<file path="config.mk">
export PLATFORM = sky130hd
export DESIGN_NAME = r0_op_issuer
export DESIGN_NICKNAME = d
export VERILOG_FILES = /design/src/rtl/r0_op_issuer.sv
export SDC_FILE = /design/constraint.sdc
export NUM_CORES = 1
export LEC_CHECK = 0
export CAP_MARGIN = 40
export CORE_ASPECT_RATIO = 1.1
export CORE_MARGIN = 4
export CORE_UTILIZATION = 40
export CTS_CLUSTER_SIZE = 28
export DETAILED_ROUTE_END_ITERATION = 8
export DONT_BUFFER_PORTS = 1
export SYNTH_ARGS = -nofsm -noshare
export SYNTH_HDL_FRONTEND = slang
export SYNTH_SLANG_ARGS = --single-unit
</file>
<file path="constraint.sdc">
create_clock -name clk -period 1.65 [get_ports clk]
set_input_delay 0.165 -clock clk [delete_from_list [all_inputs] [get_ports clk]]
set_output_delay 0.165 -clock clk [all_outputs]
set_load 0.02 [all_outputs]
</file>
<file path="src/rtl/r0_op_issuer.sv">
// Issues one arithmetic op to the shared r0 multiplexer, waits for a fresh ready
// (stale ready from the previous op is filtered) and writes the result to r0/r1.
module r0_op_issuer #(
  parameter int unsigned TIMEOUT_CYCLES = 32
) (
  input  logic       clk,
  input  logic       reset,
  input  logic       start,
  input  logic [1:0] opcode,
  input  logic [7:0] operand_a,
  input  logic [7:0] operand_b,
  output logic       mux_en,
  output logic [1:0] mux_state,
  output logic [7:0] mux_value1,
  output logic [7:0] mux_value2,
  input  logic       mux_ready,
  input  logic [7:0] mux_out1,
  input  logic [7:0] mux_out2,
  output logic [7:0] r0,
  output logic [7:0] r1,
  output logic       busy,
  output logic       done,
  output logic       reject,
  output logic       err
);

  typedef enum logic [1:0] {S_IDLE, S_ISSUE, S_WAIT, S_WB} state_t;

  localparam logic [1:0] OP_MUL   = 2'd2;
  localparam logic [7:0] CNT_LAST = 8'(TIMEOUT_CYCLES - 1);

  state_t     r_state;
  state_t     w_next;
  logic       r_armed;
  logic [7:0] r_cnt;
  logic       w_capture;
  logic       w_timeout;

  always_comb begin
    w_next    = r_state;
    w_capture = 1'b0;
    w_timeout = 1'b0;
    mux_en    = 1'b0;
    busy      = 1'b1;
    done      = 1'b0;
    unique case (r_state)
      S_IDLE: begin
        busy = 1'b0;
        if (start) w_next = S_ISSUE;
      end
      S_ISSUE: begin
        mux_en = 1'b1;
        w_next = S_WAIT;
      end
      S_WAIT: begin
        mux_en = 1'b1;
        // A ready is only trusted once the mux has been seen low for this op.
        if (r_armed && mux_ready) begin
          w_capture = 1'b1;
          w_next    = S_WB;
        end else if (r_cnt == CNT_LAST) begin
          w_timeout = 1'b1;
          w_next    = S_IDLE;
        end
      end
      S_WB: begin
        done   = 1'b1;
        w_next = S_IDLE;
      end
      default: w_next = S_IDLE;
    endcase
    reject = start && busy;
  end

  always_ff @(posedge clk) begin
    if (reset) begin
      r_state    <= S_IDLE;
      r_armed    <= 1'b0;
      r_cnt      <= 8'd0;
      err        <= 1'b0;
      r0         <= 8'd0;
      r1         <= 8'd0;
      mux_state  <= 2'd0;
      mux_value1 <= 8'd0;
      mux_value2 <= 8'd0;
    end else begin
      r_state <= w_next;
      case (r_state)
        S_IDLE: begin
          if (start) begin
            mux_state  <= opcode;
            mux_value1 <= operand_a;
            mux_value2 <= operand_b;
            err        <= 1'b0;
          end
        end
        S_ISSUE: begin
          r_armed <= 1'b0;
          r_cnt   <= 8'd0;
        end
        S_WAIT: begin
          if (!mux_ready) r_armed <= 1'b1;
          r_cnt <= r_cnt + 8'd1;
          if (w_timeout) err <= 1'b1;
          // MUL returns high byte on out1 and low byte on out2.
          if (w_capture) begin
            if (mux_state == OP_MUL) begin
              r0 <= mux_out2;
              r1 <= mux_out1;
            end else begin
              r0 <= mux_out1;
            end
          end
        end
        default: ;
      endcase
    end
  end

endmodule

</file>
**After elaboration in Yosys (flattened, before gate mapping)**

Cells that the tools add are included.

- Register bits after elaboration: 46
- Input bits: 38

- Add/subtract/negate cells: 1
- Eq/ne operators: 9
- Muxes and demuxes: 19
- Reductions and logical operators: 12

Operator list:

| cell | count |
|---|---|
| case mux 8 bit (2 select lines) | 1 |
| two-way mux 1 bit | 11 |
| adder 8 x 1 -> 8 bit (second input constant) | 1 |
| equality test 8 x 5 -> 1 bit (second input constant) | 1 |
| two-way mux 8 bit | 1 |
| case mux 2 bit (4 select lines) | 1 |
| AND reduction 2 bit | 4 |
| equality test 2 bit (second input constant) | 3 |
| two-way mux 2 bit | 3 |
| != test 2 bit (second input constant) | 3 |
| AND reduction 3 bit | 2 |
| case mux 1 bit (2 select lines) | 2 |
| nonzero test 2 bit | 2 |
| != test 3 bit (second input constant) | 1 |
| equality test 2 x 1 -> 1 bit (second input constant) | 1 |
| logical AND 1 bit | 2 |
| logical NOT 2 bit | 1 |
| OR reduction 2 bit | 1 |

**Logic depth before layout (Yosys ltp)**

- Word-level depth: 6
- Mapped depth: 7
- Mapped depth without buffers: 6

**Worst setup path before layout**

OpenSTA, ideal clock, no wires.

- Kind: reg2reg
- From: reg r_state[0]
- To: reg r_cnt[5]
- Library setup time: 70 ps
- Arrival: 1689 ps
- Data required time: 1580 ps
- Slack: -109 ps
- Cell stages (with the launch flop): 7
- Path buffers: 1
- Cell sequence: dfxtp_1 -> inv_1 -> ha_1 -> buf_2 -> nand4_1 -> or3_1 -> a21oi_1

- Longest elaborated chain between the ends: 2
- Elaborated cells on any way between the ends: 4
- Those cells by class: eq/ne: 2; mux: 1; reduce/logical: 1

Ends and longest elaborated chain:

| element | RTL line | source |
|---|---|---|
| from (decl) | 32 | `state_t r_state;` |
| from (signal assigned) | 87 | `r_state <= w_next;` |
| equality test 2 bit or equality test 2 x 1 -> 1 bit (tied branches) | 88 | `case (r_state)` |
| case mux 8 bit (2 select lines) or nonzero test 2 bit (tied branches) | - |  |
| to (signal assigned) | 103 | `r_cnt <= r_cnt + 8'd1;` |
| to (decl) | 35 | `logic [7:0] r_cnt;` |

Parallel ways exist; a longest one is shown, timed or not.
A chain may end at the register's enable or synchronous reset.

**Final worst setup path**

- From: reg r_cnt[0]
- To: reg r_state[1]

- Longest elaborated chain between the ends: 3

Ends and longest elaborated chain:

| element | RTL line | source |
|---|---|---|
| equality test 8 x 5 -> 1 bit | 61 | `end else if (r_cnt == CNT_LAST) begin` |
| != test 3 bit (no source line) | - |  |
| AND reduction 2 bit (no source line) | - |  |

Every way passes these cells.

==> flow_summary.toml <==
[power_and_ir_drop]
p_switching_uw = 911
power.density_mw_per_mm2 = 1170
power.share.clock = 0.241
vdd_drop_max_mv = 0.774
seqPwrFrac = 0.495
p_int_mw = 1.78
switching_share = 0.338
comb_power_share = 0.264
cellLeakagePower_nw = 0.811

[logic_synthesis]
synth_adder_area_share = 0.0329
synth_top_family_by_area = "simple AND/OR/NAND/NOR gates"
yosys-top-cells-area = "dfxtp_1, nand2_1, a21oi_1"
synth-simple-area-share = 0.212
syn-cell-area_mm2 = 0.00190
syn-num-nets = 267
synth_edf_count = 0
synth_compound_area_frac = 0.160
synth_top_cell_by_area = "dfxtp_1"
yosysUniqueCellTypes = 30
synth_flop_cell = "dfxtp_1"
synth_mux_area_frac = 0.0481
syn_avg_cell_area_um2 = 8.48
seq_area_frac_synth = 0.485
yosys.area.top_type_share = 0.485
ys_warn_count = 0
synth_xor_area_frac = 0.0184
syn_inst = 224
async_reset_ff_frac = 0
ys_seq_elements = 46

[place]
dp_hpwl_um = 2940
routabilityCongestion = 0.748
pre_cts_ws_ns = 0.0944
placed_area_mm2 = 0.00198
portBuffers = 0

[global_routing]
grt_pass1_vias = 1485
groute.usage.overall = 0.151
use_met2 = 0.252
use_met1 = 0.180
grt_max_degree = 40
grt_pass1_wl_um = 6910
grt_use_met3 = 0.0501
grt-busiest-layer = "met2"
grt_overflow = 0
antenna_found_initial = 0

[sta]
finalCriticalPeriod_ns = 1.53
fmax_mhz = 653
finalHoldViolCount = 0
relSlewSlack = 0.733
rsz0062_at_grt = "yes"
fin_skew_ns = 0.00868
slew_viol_final = 0
hold_ws_ns = 0.00988
period_share = 0.928
fin_setup_tns_ns = 0
worstMarginPinSlew_ns = 0.400
finalWorstSetupSlack_ns = 0.119
setup_violations = 0

[clocking]
cts.sinks = 46
htree_levels = 2
cts_max_path_buffers = 2
cts.reportedPaths.clkPinSlew_ns = 0.09
cts_made_buffers = 5
clk_latency_ns = 0.29
cts_tree = "built"
cts_setup_buffers = 0
root_buffer = "clkbuf_8"

[drt]
antenna_left = 0
drc = 0
dr.pass1.iters = 4
vias = 1534
avgRoutedWirePerCell_um = 14.6
drtIter0Drc = 95
drt_wl_total_um = 4400
vias_per_cell = 5.10

[layout]
final_cell_mix = "nand2_1, dfxtp_1, a21oi_1"
layout_commonest_cell = "nand2_1"
num_antenna_cells = 0
nets = 288
final_area_mm2 = 0.00229
drive_gt1_frac = 0.102
final_core_util = 0.496
syn2layout_area_growth_pct = 20.7

[setup_path]
critPathBufInv = 0
r2r_setup_slack_ns = 0.12
critPathSlowestCell = "dfxtp_1"
path_delay_family = "compound AO/OA/AOI/OAI gates"
cp_max_fo = 4
required_ns = 1.84
critPathKind = "reg -> reg"
path_cells = "ha_2 > nand4_2 > o41ai_4 > nand3b_1 > a32o_1"
worstSetupEndpointType = "flip-flop"
critPathMaxStageDelay_ns = 0.36
worstPathArrival_ns = 1.72
critical_path.startpoint_type = "flip-flop"

[floorplan]
placementRows = 26
io_pins = 77
fp.dieH_um = 80.3
core_mm2 = 0.00462
die_x_um = 73.7
start_util = 0.411
fp.dieArea_mm2 = 0.00592

[min_path]
hold_class = "in -> reg"

[status]
outcome = "complete, no violations"

[flow_run]
drv_cap = 0
## power groups by stage
stage	logic, mW	clock network (mW)	registers [mW]
global route	0.789	0.715	1.34
floorplan	0.518	0	1.35
CTS	0.695	0.673	1.33
global placement	0.638	0	1.36
detailed placement	0.634	0	1.36
finish	0.710	0.649	1.33
## state kept, by name, indices dropped and copies added (netlist names)
register / cells
mux_value2: 8
mux_value1: 8
r0: 8
r_state: 2
r_cnt: 8
err: 1
r1: 8
r_armed: 1
mux_state: 2
## per-stage QoR
step	power [mW]	cells
after global placement	2.00	274
after detailed placement	1.99	274
final	2.69	301
after floorplan	1.87	224
after global routing	2.85	301
after CTS	2.70	301
## timing repair
action | in CTS | in global routing
gates resized for setup | 0 | 7
hold buffers | 20 | 0
endpoints found under the setup margin | 0 | 35
hold endpoints to repair | 39 | 0
## cell usage after synthesis, drive strengths merged, types with 2 or more instances
library cell and instances:
nand2 58, dfxtp 46, a21oi 32, nor2 15
a211oi 9, mux2i 8, buf 7, clkbuf 6
ha 5, inv 5, nand4 4, o21ai 4
xor2 4, nand2b 3, and2 2, and3 2
nand3 2, nor2b 2, or3 2
## per-layer routing
metal	up-vias	wire length (µm)	part of all wire
met4	0	74	0.017
met2	39	2170	0.49
met3	7	255	0.058
li1	790	-	-
met5	-	0	0
met1	698	1900	0.43
## logic make-up after synthesis
| logic type | after synthesis |
|---|---|
| AND/OR/NAND/NOR | 93 |
| buffers and inverters | 18 |
| adder cells (fa/ha/maj) | 5 |
| multiplexers | 9 |
| flip-flops | 46 |
| AO/OA/AOI/OAI | 49 |
| XOR/XNOR | 4 |
## path summary, 6_finish.rpt
kind | from | endpoint | cells past startpoint
max reg2reg | r_cnt[0] | r_state[1] | 5
max | r_cnt[0] | r_state[1] | 5
min reg2reg | r_cnt[1] | r_cnt[1] | 2
min | opcode[0] | mux_state[0] | 2
## final cells by class
cell class	instances	area (µm²)
fill	445	2330
multi-input combinational	160	925
sequential	46	921
timing repair buffer	27	279
clock buffer	6	72.6
tap	56	70.1
inverter	5	18.8
clock inverter	1	7.51
Power figures use the tool's default switching activity.
==> variant 1: new RTL, same settings <==
Make the reset (`reset`) asynchronous in one clocked block.
--- a/src/rtl/r0_op_issuer.sv
+++ b/src/rtl/r0_op_issuer.sv
@@ -74,3 +74,3 @@
 
-  always_ff @(posedge clk) begin
+  always_ff @(posedge clk or posedge reset) begin
     if (reset) begin
Function: differs if reset is asserted again (counterexample within 4 cycles, from zero or initial values and one cycle with reset high); with reset held inactive, the same outputs for 10 cycles.
==> variant 1 against the original RTL <==
  * Routed wire length is 5.2% lower
  * Highest routed layer unchanged
  * Design area grew 3.9%
  * Setup slack worse by 55 ps
  * Non-clock buffer count down 11
  * Via count shrank 13%
  * Critical endpoint is now r1[7]
  * Synthesized area grew 8.7%
  * Sequential cell count unchanged
  * Fmax is 3.5% lower
Power is not compared: it rests on default switching activity, and its combinational part moved more than twofold at a synthesized area within 25%.
==> variant 1: results (changes against the original RTL) <==
[drt]
drt-met1-wl_mm = 1.66  ; -12%
wl_met2_mm = 2.08  ; -4.1%
drtIter0Drc = 32  ; -66%
via_per_inst = 5.37  ; +5.4%
met3_length_microns = 374  ; +47%
wl_per_cell_microns = 16.8  ; +15%

[cts]
post_cts_resized = 0  ; unchanged
path_clk_slew_ps = 90  ; about the same
ctsHoldBuffers = 1  ; -95%
cts_max_level = 2  ; unchanged
numCtsBuffers = 5  ; unchanged
root_buffer = clkbuf_8
clkLatencyLatePin_ps = 290  ; about the same

[worst_setup_path]
r2r_start = r_state[0]
worstPathMaxFanout = 8  ; +4
worstSetupPathType = flip-flop to flip-flop
max_stage_delay_ps = 400  ; +40 ps
crit_slowest_cell = dfrtp_1
worstSetupEndpoint = r1[7]
reg2regPathDepth = 6  ; +1
cp.arrival_ps = 1760  ; +40 ps
cp_top_family = flip-flops

[synthesis]
postSynth.asyncResetShare = 1.00  ; +1.00
synthFlopType = dfrtp_1
yosys_warnings = 0  ; unchanged
synthTopCellsByCount = dfrtp_1, mux2_2, nand2_1
syn_area_per_cell_sq_um = 12.1  ; +42%
syn_nets = 214  ; -20%
synth_area_leaders = dfrtp_1, mux2_2, mux2i_1
seq_area_frac_synth = 0.557  ; +0.0727

[flow_run]
timing.max_cap.violations = 0  ; unchanged

[placement]
gp_congestion = 0.703  ; -6.0%
dp_hpwl_mm = 3.14  ; +6.7%
place_area_sq_mm = 0.00222  ; +12%
pre_cts_ws_ps = 46.0  ; -48.3 ps

[hold_path]
min_to = mux_value1[1]
hold_start = operand_a[1]
holdPathStages = 1  ; -1

[global_route]
met1_usage = 0.144  ; -0.0357
gr-usage-met2 = 0.231  ; -0.0208
grt_usage = 0.132  ; -0.0184
met3_usage = 0.0575  ; +0.00742
grt_first_pass_wirelength_mm = 6.76  ; -2.2%
grt_pass1_vias = 1368  ; -7.9%
grt_max_degree = 47  ; +18%

[power_and_ir_drop]
powerComb_mw = 1.44
powerClk_mw = 0.690
switching_share = 0.418

[timing]
worst_pin_slew_ps = 580  ; +180 ps
fin_ws_ps = 64.2  ; -55.0 ps
fin_skew_ps = 10.2  ; +1.48 ps

[cells_and_area]
fillerInstances = 458  ; +2.9%
antenna_cells = 0  ; unchanged
drive_above_1_share = 0.274  ; +0.172
fin_cells = 248  ; -18%
nNetsFinal = 232  ; -19%

[outcome]
outcome = complete, no violations

## variant 1: cell type report
cell class              instances  area [sq um]  share of cell area
flip-flops and latches         46          1150               0.483
well taps                      58          72.6              0.0304
multi-input cells             109           876               0.367
clock inverters                 2          12.5             0.00525
inverters                      11          41.3              0.0173
clock buffers                   6          82.6              0.0346
repair buffers                 16           148              0.0619
## variant 1: through the flow
stage | setup TNS [ps] | utilization | hold slack, ps | power, mW
after floorplan | 0 | - | 316 | 3.43
after global placement | 0 | 0.443 | 222 | 3.77
after detailed placement | 0 | 0.443 | 242 | 3.85
after CTS | 0 | 0.464 | 3.77 | 4.56
after global routing | -152 | 0.477 | -0.349 | 4.84
final | 0 | 0.477 | 16.9 | 4.51
## variant 1: logic make-up after synthesis
kind of cell / synth area share
xor gates and xnor gates: 0.00848
AOI/OAI and AO/OA: 0.0691
DFF: 0.557
and+or+nand+nor: 0.114
buffers and inverters: 0.0303
adders and majority gates: 0.0303
muxes: 0.190
==> variant 2: new RTL, same settings <==
Without the edit above. The parameter `TIMEOUT_CYCLES` goes from 32 to 24.
--- a/src/rtl/r0_op_issuer.sv
+++ b/src/rtl/r0_op_issuer.sv
@@ -3,3 +3,3 @@
 module r0_op_issuer #(
-  parameter int unsigned TIMEOUT_CYCLES = 32
+  parameter int unsigned TIMEOUT_CYCLES = 24
 ) (
Check against the original RTL: no difference found for any inputs over 10 cycles, from zero or initial values and one cycle with reset high; that may be too few to reach the edited logic, so the function may still have changed.
==> variant 2 against the original RTL <==
  * Synthesized area grew 2.2%
  * Global-route usage grew 0.48 points
  * Sequential cell count is the same
  * Power shrank 4.0%
  * Design area grew 3.8%
  * Setup slack gained 27 ps
  * Count of clock-buffer cells in the layout is the same
  * Routed wire length grew 4.8%
  * Sequential power shrank 3%
==> variant 2: results (changes against the original RTL) <==
[outcome]
outcome = complete, no violations

[timing]
hold_violations = 0  ; unchanged
fin_skew_ps = 6.42  ; -2.26 ps
worst_pin_slew_ps = 406  ; +6.00 ps

[worst_setup_path]
r2r_start = r_state[1]
r2r_end = r_cnt[7]
crit_slowest_cell = or3_1
max_stage_delay_ps = 390  ; +30 ps
reg2reg_slack_ps = 150  ; +30 ps
cp.arrival_ps = 1740  ; +20 ps
reg2regPathDepth = 5  ; unchanged
worstPathMaxFanout = 5  ; +1

[hold_path]
holdPathStages = 2  ; unchanged
hold_start = mux_out1[0]
min_to = r1[0]

[synthesis]
synthAdderAreaFrac = 0.0387  ; +0.00574
synth.area.mux_share = 0.0470  ; -0.00102
synth_cell_type_count = 32  ; +6.7%
syn_nets = 270  ; +1.1%
synth_xor_xnor_area_share = 0.0180  ; -0.000392
synthTopCellsByCount = nand2_1, dfxtp_1, a21oi_1
yosys_warnings = 0  ; unchanged
synthFlopType = dfxtp_1
synth_compound_area_frac = 0.159  ; -0.000824
postSynth.asyncResetShare = 0  ; unchanged
seq_area_frac_synth = 0.474  ; -0.0103
synth_area_leaders = dfxtp_1, nand2_1, a21oi_1

[placement]
dp_hpwl_mm = 3.06  ; +3.9%
io_buffers = 0  ; unchanged
gp_congestion = 0.733  ; -2.0%

[cts]
clkLatencyLatePin_ps = 300
path_clk_slew_ps = 90  ; about the same
root_buffer = clkbuf_8
numCtsBuffers = 5  ; unchanged
clockBufferDepth = 2  ; unchanged
cts_max_level = 2  ; unchanged

[global_route]
grt_first_pass_wirelength_mm = 7.26  ; +5.0%
antenna_found_initial = 0  ; unchanged
grt_max_degree = 41  ; +2.5%
grt_usage = 0.156  ; +0.00476

[power_and_ir_drop]
switching_share = 0.327  ; -0.0111
ir_worst_vdd_uv = 575  ; -26%
leakage_nw = 0.891  ; +9.9%

[cells_and_area]
fillerInstances = 459  ; +3.1%
antenna_cells = 0  ; unchanged
nNetsFinal = 300  ; +4.2%
drive_above_1_share = 0.105  ; +0.00302

[drt]
postRouteAntennaNets = 0  ; unchanged
drtIter0Drc = 74  ; -22%
wl_per_cell_microns = 14.7  ; +0.74%
dr.pass1.iters = 5  ; +1
vias = 1593  ; +3.8%

variant 2: worst max path at each step:
stage                     from    endpoint  slack, ps  depth (start not counted)
CTS                   r_cnt[0]  r_state[0]         80                          5
finish              r_state[1]    r_cnt[7]        150                          5
floorplan           r_state[0]    r_cnt[5]         10                          6
global route        r_state[1]    r_cnt[7]          4                          5
detailed placement    r_cnt[0]  r_state[0]        110                          5
global placement      r_cnt[0]  r_state[0]        160                          5
variant 2: what timing repair did:
action	4_1_cts	5_1_grt
hold endpoints to repair	40	0
hold buffers	25	0
setup endpoints to repair	0	7
resized for setup	0	2
variant 2: cell families (layout without fill, tap and decap cells):
kind of cell / count (synthesis) / in the layout
AND/OR/NAND/NOR: 93 / 93
buffers and inverters: 18 / 49
adder cells (fa/ha/maj): 6 / 6
AO/OA/AOI/OAI: 50 / 50
flip-flops: 46 / 46
XOR/XNOR: 4 / 4
multiplexers: 9 / 9
variant 2: area by class of cell:
class | count | share of cell area
multi-input cells | 162 | 0.394
flip-flops and latches | 46 | 0.387
repair buffers | 36 | 0.146
clock buffers | 6 | 0.0305
well taps | 56 | 0.0294
inverters | 5 | 0.00788
clock inverters | 2 | 0.00578
variant 2: layer usage:
metal  share of wire  GRT usage  vias up
li1                -          -      819
met4           0.016     0.0534        0
met5               0          0        -
met3           0.069     0.0545        7
met2            0.50      0.257       52
met1            0.41      0.187      715
variant 2: power by group through the flow:
stage | Clock (mW) | Combinational [mW] | Sequential, mW
3_5_place_dp | 0 | 0.531 | 1.31
3_3_place_gp | 0 | 0.528 | 1.31
5_1_grt | 0.769 | 0.662 | 1.30
4_1_cts | 0.714 | 0.598 | 1.29
2_1_floorplan | 0 | 0.418 | 1.32
6_report | 0.699 | 0.597 | 1.29
variant 2: per-stage QoR:
stage	area (sq um)	cells	total power, mW	setup WS (ps)	hold slack, ps
finish	2380	313	2.58	146	4.93
global route	2380	313	2.73	3.54	3.30
CTS	2380	313	2.60	84.5	1.40
detailed placement	2030	280	1.85	112	240
global placement	2030	280	1.84	159	237
floorplan	1960	226	1.73	12.4	298
variant 2: critical path: cells and delay by family, from the launching register on:
| kind | cells | cell delay, ps |
|---|---|---|
| simple gates | 2 | 570 |
| fa+ha+maj | 1 | 270 |
| flops | 1 | 360 |
| buf+inv | 1 | 90 |
| compound gates | 1 | 150 |
